`config.mk`:
```
export PLATFORM = sky130hd
export DESIGN_NAME = uart_alu
export DESIGN_NICKNAME = d
export VERILOG_FILES = /design/src/rtl/uart_alu_pkg.sv /design/src/rtl/uart_alu_exec.sv /design/src/rtl/uart_alu.sv
export SDC_FILE = /design/constraint.sdc
export NUM_CORES = 1
export LEC_CHECK = 0
export CORE_MARGIN = 4
export CORE_UTILIZATION = 55
export CTS_CLUSTER_SIZE = 12
export DETAILED_ROUTE_END_ITERATION = 12
export GPL_TIMING_DRIVEN = 0
export PLACE_DENSITY = 0.74
export SLEW_MARGIN = 20
export SYNTH_ARGS = -nofsm -noshare
export SYNTH_HDL_FRONTEND = slang
export SYNTH_SLANG_ARGS = --single-unit
```
`constraint.sdc`:
```
create_clock -name clk_i -period 13.56 [get_ports clk_i]
set_input_delay 1.356 -clock clk_i [delete_from_list [all_inputs] [get_ports clk_i]]
set_output_delay 1.356 -clock clk_i [all_outputs]
set_load 0.03 [all_outputs]
```
`src/rtl/uart_alu_pkg.sv`:
```
// Shared types for the byte-stream ALU: opcodes, FSM states and
// the opcode classifier used by the top-level decoder.
package uart_alu_pkg;

    typedef logic [7:0] opcode_t;

    localparam opcode_t OP_ADD = 8'hA0;
    localparam opcode_t OP_SUB = 8'hA1;
    localparam opcode_t OP_AND = 8'hA2;
    localparam opcode_t OP_OR  = 8'hA3;
    localparam opcode_t OP_XOR = 8'hA4;
    localparam opcode_t OP_MUL = 8'hA5;

    typedef enum logic [2:0] {
        IDLE,
        GET_A,
        GET_B,
        SEND_HI,
        SEND
    } state_t;

    function automatic logic is_opcode(input logic [7:0] b);
        return (b >= OP_ADD) && (b <= OP_MUL);
    endfunction

endpackage

```
`src/rtl/uart_alu_exec.sv`:
```
// Combinational 8-bit ALU; MUL yields a 16-bit product and flags
// that both result bytes must be sent.
module alu_exec
    import uart_alu_pkg::*;
(
    input  opcode_t     op,
    input  logic [7:0]  a,
    input  logic [7:0]  b,
    output logic [15:0] result,
    output logic        two_byte
);

    logic [7:0]  sum;
    logic [7:0]  diff;
    logic [15:0] prod;

    assign sum  = a + b;
    assign diff = a - b;
    assign prod = {8'h00, a} * {8'h00, b};

    always_comb begin
        result   = 16'h0000;
        two_byte = 1'b0;
        case (op)
            OP_ADD: result = {8'h00, sum};
            OP_SUB: result = {8'h00, diff};
            OP_AND: result = {8'h00, a & b};
            OP_OR:  result = {8'h00, a | b};
            OP_XOR: result = {8'h00, a ^ b};
            OP_MUL: begin
                result   = prod;
                two_byte = 1'b1;
            end
            default: result = 16'h0000;
        endcase
    end

endmodule

```
`src/rtl/uart_alu.sv`:
```
// Byte-stream ALU: echoes plain bytes, executes opcode + two operands
// and returns the result over a single-entry output register.
module uart_alu
    import uart_alu_pkg::*;
(
    input  logic       clk_i,
    input  logic       rst_i,
    input  logic [7:0] data_i,
    input  logic       valid_i,
    output logic       ready_o,
    output logic [7:0] data_o,
    output logic       valid_o,
    input  logic       ready_i
);

    state_t     state;
    opcode_t    op;
    logic [7:0] a;
    logic [7:0] lo;

    logic [15:0] result;
    logic        two_byte;
    logic        take;

    assign take = valid_i && ready_o;

    // Operand B feeds the ALU straight from the input so the result
    // is registered on the same edge that accepts it.
    alu_exec u_exec (
        .op       (op),
        .a        (a),
        .b        (data_i),
        .result   (result),
        .two_byte (two_byte)
    );

    always_ff @(posedge clk_i or posedge rst_i) begin
        if (rst_i) begin
            state   <= IDLE;
            op      <= '0;
            a       <= '0;
            lo      <= '0;
            data_o  <= '0;
            valid_o <= 1'b0;
            ready_o <= 1'b0;
        end else begin
            unique case (state)
                IDLE: begin
                    ready_o <= 1'b1;
                    if (take) begin
                        if (is_opcode(data_i)) begin
                            op    <= data_i;
                            state <= GET_A;
                        end else begin
                            data_o  <= data_i;
                            valid_o <= 1'b1;
                            ready_o <= 1'b0;
                            state   <= SEND;
                        end
                    end
                end
                GET_A: begin
                    if (take) begin
                        a     <= data_i;
                        state <= GET_B;
                    end
                end
                GET_B: begin
                    if (take) begin
                        valid_o <= 1'b1;
                        ready_o <= 1'b0;
                        if (two_byte) begin
                            data_o <= result[15:8];
                            lo     <= result[7:0];
                            state  <= SEND_HI;
                        end else begin
                            data_o <= result[7:0];
                            state  <= SEND;
                        end
                    end
                end
                SEND_HI: begin
                    if (ready_i) begin
                        data_o <= lo;
                        state  <= SEND;
                    end
                end
                SEND: begin
                    if (ready_i) begin
                        valid_o <= 1'b0;
                        ready_o <= 1'b1;
                        state   <= IDLE;
                    end
                end
                default: state <= IDLE;
            endcase
        end
    end

endmodule

```
# Word-level counts from Yosys, hierarchy flattened

Index checks and enable logic that the tools add are counted.

Register bits after elaboration: 37
Input bits: 12
Output and inout port bits: 10
Word-level logic and storage cells: 69

Add/sub/neg operators: 2
$mul: 1
Order comparisons: 2
Equality and inequality tests: 16
Multiplexer cells: 26
Bitwise logic cells: 3
Reduce and logical (&&, ||, !) cells: 12

Operators by type and width:

| cell                 | count |
|---|---|
| $pmux W16 S6         | 1 |
| $eq A8 B8 Y1 const B | 6 |
| $mux W8              | 5 |
| $pmux W8 S3          | 1 |
| $mux W3              | 7 |
| $mul A8 B8 Y16       | 1 |
| $pmux W3 S5          | 1 |
| $reduce_and A5 Y1    | 3 |
| $ne A2 B2 Y1 const B | 6 |
| $mux W1              | 9 |
| $reduce_and A3 Y1    | 3 |
| $add A8 B8 Y8        | 1 |
| $and A8 B8 Y8        | 1 |
| $ge A8 B8 Y1 const B | 1 |
| $le A8 B8 Y1 const B | 1 |
| $or A8 B8 Y8         | 1 |
| $sub A8 B8 Y8        | 1 |
| $xor A8 B8 Y8        | 1 |
| $eq A3 B2 Y1 const B | 2 |
| $pmux W1 S3          | 2 |
| $reduce_bool A3 Y1   | 2 |
| $eq A3 B1 Y1 const B | 1 |
| $eq A3 B3 Y1 const B | 1 |
| $logic_not A3 Y1     | 1 |
| other kinds (2)      | 3 |

# Longest topological paths before layout

Gate-level depths: netlist of run 1.

Depth after elaboration: 5
Gate-level depth with buffers: 18
Mapped depth without buffers: 17

# By module

A second synthesis of run 1 with hierarchy kept.

Cell total of the unflattened synthesis: 554
Area, all modules: 4997.3 sq um

By module, submodules not included:

| module   | times used | cells each | area each (sq um) | seq. area each (sq um) |
|---|---|---|---|---|
| alu_exec | 1          | 403        | 3135.5            | 0.0 |
| uart_alu | 1          | 151        | 1861.8            | 925.9 |

# Least setup slack after synthesis of run 1

OpenSTA, ideal clock, no wires.

Kind: input-to-reg
From: in data_i[7]
To: reg data_o[6]
Library setup time: 133 ps
Arrival time: 5275 ps
Required time: 13427 ps
Slack: 8151 ps
Cell stages on the path: 17
Path buffers: 2
Cells stage by stage: clkbuf_1 inv_1 nor2_1 fa_1 fa_1 fa_1 inv_1 fa_1 inv_1 ha_1 clkbuf_1 o211ai_1 nand2_1 o211ai_1 and4_1 o311ai_1 nand3_1

Cells in the longest elaborated chain, start to end: 5
Elaborated cells on any way between the ends: 10
Classes of those cells: mul: 1; order compare: 2; eq/ne: 1; mux: 4; reduce/logical: 2

Ends and longest elaborated chain:

| element              | line                | RTL |
|---|---|---|
| start, declared      | uart_alu.sv:8       | `input logic [7:0] data_i,` |
| $mul A8 B8 Y16       | uart_alu_exec.sv:19 | `assign prod = {8'h00, a} * {8'h00, b};` |
| $pmux W16 S6         | uart_alu_exec.sv:24 | `case (op)` |
| $mux W8              | uart_alu.sv:72      | `if (two_byte) begin` |
| $mux W8              | uart_alu.sv:69      | `if (take) begin` |
| $pmux W8 S3          | uart_alu.sv:47      | `unique case (state)` |
| end signal, assigned | uart_alu.sv:55      | `data_o <= data_i;` |
| end signal, assigned | uart_alu.sv:73      | `data_o <= result[15:8];` |
| end signal, assigned | uart_alu.sv:77      | `data_o <= result[7:0];` |
| end, declared        | uart_alu.sv:11      | `output logic [7:0] data_o,` |

Several ways; a longest one is shown, not always the timed one. The select of a mux whose other input is x is not followed.
A chain may end at the register's enable or synchronous reset.

# Final worst setup path of run 1

From: in data_i[2]
To: reg data_o[7]

Cells in the longest elaborated chain, start to end: 5
Elaborated cells on any way between the ends: 12
Classes of those cells: add/sub: 2; mul: 1; order compare: 2; eq/ne: 1; mux: 4; reduce/logical: 2

Ends and longest elaborated chain:

| element                                      | line |
|---|---|
| $mul A8 B8 Y16, or another cell as far along | uart_alu_exec.sv:19 |
| $pmux W16 S6                                 | uart_alu_exec.sv:24 |
| $mux W8                                      | uart_alu.sv:72 |
| $mux W8                                      | uart_alu.sv:69 |
| $pmux W8 S3                                  | uart_alu.sv:47 |

Several ways; a longest one is shown, not always the timed one. The select of a mux whose other input is x is not followed.

==> results.toml, run 1 <==
[timing]
fin_tns_setup_ns = 0
final.period_utilization = 0.478
worst_pin_slew_ns = 0.838
final_hold_viol_count = 0
finClkSkew_ns = 0.00660
period_needed_ns = 6.48
rsz0062_at_grt = "false"
maxSlewHeadroom = 0.437
setup_viol = 0
max_freq_mhz = 154
finalMaxSlewViolations = 0

[synthesis]
avgSynthCellArea_um2 = 8.21
ys_types = 60
synth_edf_count = 0
ys_ff_latch = 37
syn_inst = 594
yosys_warnings = 0
ys_async_sr_fraction = 1.00
yosysSeqAreaShare = 0.190
yosys_most_used_dff = "dfrtp_1"
synth.cell_area_um2 = 4880
syn-num-nets = 704

[place]
gp_congestion = 0.973
hpwl_um = 10800
io_buffers = 21

[critical_path]
worstSetupEndpoint = "data_o[7]"
crit_path_frequent_cell = "fa_1"
cp-end-kind = "register"
crit_start = "data_i[2]"
crit_fanout = 10
slowest_stage = "clkbuf_1"
start_kind = "primary input"
r2r-end = "data_o[6]"
reg2reg_slack_ns = 8.66
cp_data_required_time_ns = 13.73
crit_chain = "clkdlybuf4s50_1, inv_1, clkbuf_1, nor2_1, fa_1, fa_1, inv_1, fa_1, fa_1, inv_1, ha_1, a21oi_1, a21oi_1, a211oi_1, o21ai_0, xnor2_1, o211ai_1"
critPathArrivalTime_ns = 6.65
critPathKind = "in2reg"
slowest_delay_ns = 0.56
rr_worst_depth = 16
rr_startpoint = "a[3]"

[outcome]
outcome = "complete, no violations"

[clocking]
cts_tree = "yes"
cts.sinks = 37
cts_buffer_depth = 2
cts_made_buffers = 5
cts_max_level = 2
cts-root-buf = "clkbuf_8"
post-cts-setup-buffer-count = 0
clk_pin_slew_ns = 0.08
holdBufCountCts = 0
postCtsResizedCells = 0
clk_latency_ns = 0.30

[floorplanning]
dieArea_um2 = 10400
rows = 34
io_pins = 22
fp.dieH_um = 102
fp.dieW_um = 102
initial_core_util = 0.562
core_region_area_um2 = 8680

[grt]
grt_usage = 0.280
grt_pass1_vias = 4419
grt-ovfl-total = 0
antenna_found_initial = 0
grt_pass1_wl_um = 22600
grt_max_degree = 26

[min_path]
hold_path_class = "reg2reg"

[routing]
drt-met1-wl_um = 5950
drc = 0
dr_wl_met2_um = 6320
drtAntennaViolNets = 0
routed_wl_um = 13500
vias_per_cell = 6.13
vias = 4487
wl_per_cell_um = 18.5
topRoutingLayerUsed = "met4"
drt_iter0_drc = 290
dr.pass1.iters = 5
wl_met3_um = 978

[final_layout]
final_nets = 733
final_common_cell = "nor2_1"
drive_above_1_share = 0.0433
antennaDiodeCount = 0
final_cell_mix = "nor2_1 (76), inv_1 (64), ha_1 (61)"
syn_to_final_growth_pct = 9.88

[flow_run]
drv_cap = 0
## worst min-delay path by stage
| stage | startpoint | end | slack, ns | cells after the start |
|---|---|---|---|---|
| 2_1_floorplan | op[7] | op[7] | 0.44 | 1 |
| 3_3_place_gp | op[7] | op[7] | 0.45 | 1 |
| 3_5_place_dp | op[7] | op[7] | 0.46 | 1 |
| 4_1_cts | op[7] | op[7] | 0.48 | 1 |
| 5_1_grt | op[7] | op[7] | 0.50 | 1 |
| 6_report | op[7] | op[7] | 0.47 | 1 |
## cell families after synthesis
logic type | Yosys count | synth area share
compound gates | 136 | 0.177
simple gates | 201 | 0.200
mux | 10 | 0.0213
buf+inv | 97 | 0.0767
flops | 37 | 0.190
xor+xnor | 15 | 0.0269
fa+ha+maj | 98 | 0.308
## cells in the mapped netlist (2+ instances only)
cell	instances	share of area
or2_0	2	0.0026
o211ai_1	6	0.0092
a31oi_1	12	0.015
o21ai_0	34	0.035
xnor2_1	11	0.020
nor4_1	2	0.0026
o32ai_1	2	0.0036
o31ai_1	3	0.0046
mux2_2	3	0.0069
o221ai_1	2	0.0036
mux2i_1	7	0.014
nand4_2	2	0.0051
o21ai_1	8	0.0082
ha_1	61	0.16
nor2_1	76	0.059
clkbuf_1	13	0.010
fa_1	37	0.15
nand4_1	3	0.0038
and3_1	4	0.0051
inv_1	65	0.050
o21a_1	4	0.0062
and2_1	5	0.0064
nand3_1	13	0.013
a221oi_1	2	0.0036
a21oi_1	29	0.030
buf_2	8	0.0082
o31a_1	5	0.0090
a211oi_1	8	0.012
dfrtp_1	37	0.19
or3_1	6	0.0077
nand2b_1	12	0.015
nand2_1	50	0.038
o221a_2	2	0.0046
xor2_1	4	0.0072
a21o_1	6	0.0092
nor2b_1	6	0.0077
a21boi_0	3	0.0046
clkinv_1	11	0.0085
nor3_1	6	0.0062
nand3b_1	4	0.0062
## per-stage QoR
stage                     setup WS (ns)  hold WS [ns]  utilization  cell area [um^2]  instances
after floorplan                    8.15         0.436            -              4880        594
after global placement             6.89         0.450        0.602              5220        723
after detailed placement           6.82         0.458        0.604              5240        724
after CTS                          7.13         0.476        0.617              5360        732
after global routing               6.86         0.498        0.617              5360        732
final                              7.08         0.473        0.617              5360        732
## layout make-up
type / count / area [um^2]
Clock inverter: 1 / 30.0
Tap cell: 108 / 135
Inverter: 76 / 285
Multi-Input combinational cell: 460 / 3580
Fill cell: 789 / 3320
Timing Repair Buffer: 22 / 230
Buffer: 21 / 88.8
Sequential cell: 37 / 926
Clock buffer: 7 / 86.3
## flip-flops by register name, summed over array words and instances (netlist names)
signal / count
a: 8
data_o: 8
lo: 8
op: 8
ready_o: 1
state: 3
valid_o: 1
## layer usage
metal | vias to the layer above | global-route usage
met1 | 2193 | 0.401
met4 | 0 | 0.0777
met2 | 175 | 0.440
li1 | 2093 | -
met5 | - | 0
met3 | 26 | 0.0451
## worst max-delay path: cells and delay by family
kind / cells / cell delay [ns]
compound gates: 5 / 1.19
xor+xnor: 1 / 0.28
buf+inv: 5 / 1.36
simple gates: 1 / 0.14
fa+ha+maj: 5 / 2.31
Power of run 1 is not shown: default switching activity piles up to over one toggle a cycle in this logic, so the estimate is an artifact.
==> run 2: changes to the inputs <==
Clock period 13.56 ns to 6.5 ns, I/O delays scaled along.
==> results of run 2 <==
Same layout as run 1 (identical final DEF). Status: complete, no violations.
Among the figures that moved: setup slack after placement 6.82 ns -> 0.462 ns; setup slack after layout 7.08 ns -> 0.722 ns; register-to-register setup slack 8.66 ns -> 1.60 ns
Power of run 2 is left out for the same reason.
==> run 3: changes to the inputs <==
Clock period 6.5 ns to 7.5 ns, I/O delays scaled along.
==> results of run 3 <==
Same layout as run 1 (identical final DEF). Status: complete, no violations.
Among the figures that moved: setup slack after placement 6.82 ns -> 1.36 ns; setup slack after layout 7.08 ns -> 1.62 ns; register-to-register setup slack 8.66 ns -> 2.60 ns
Power of run 3 is left out for the same reason.
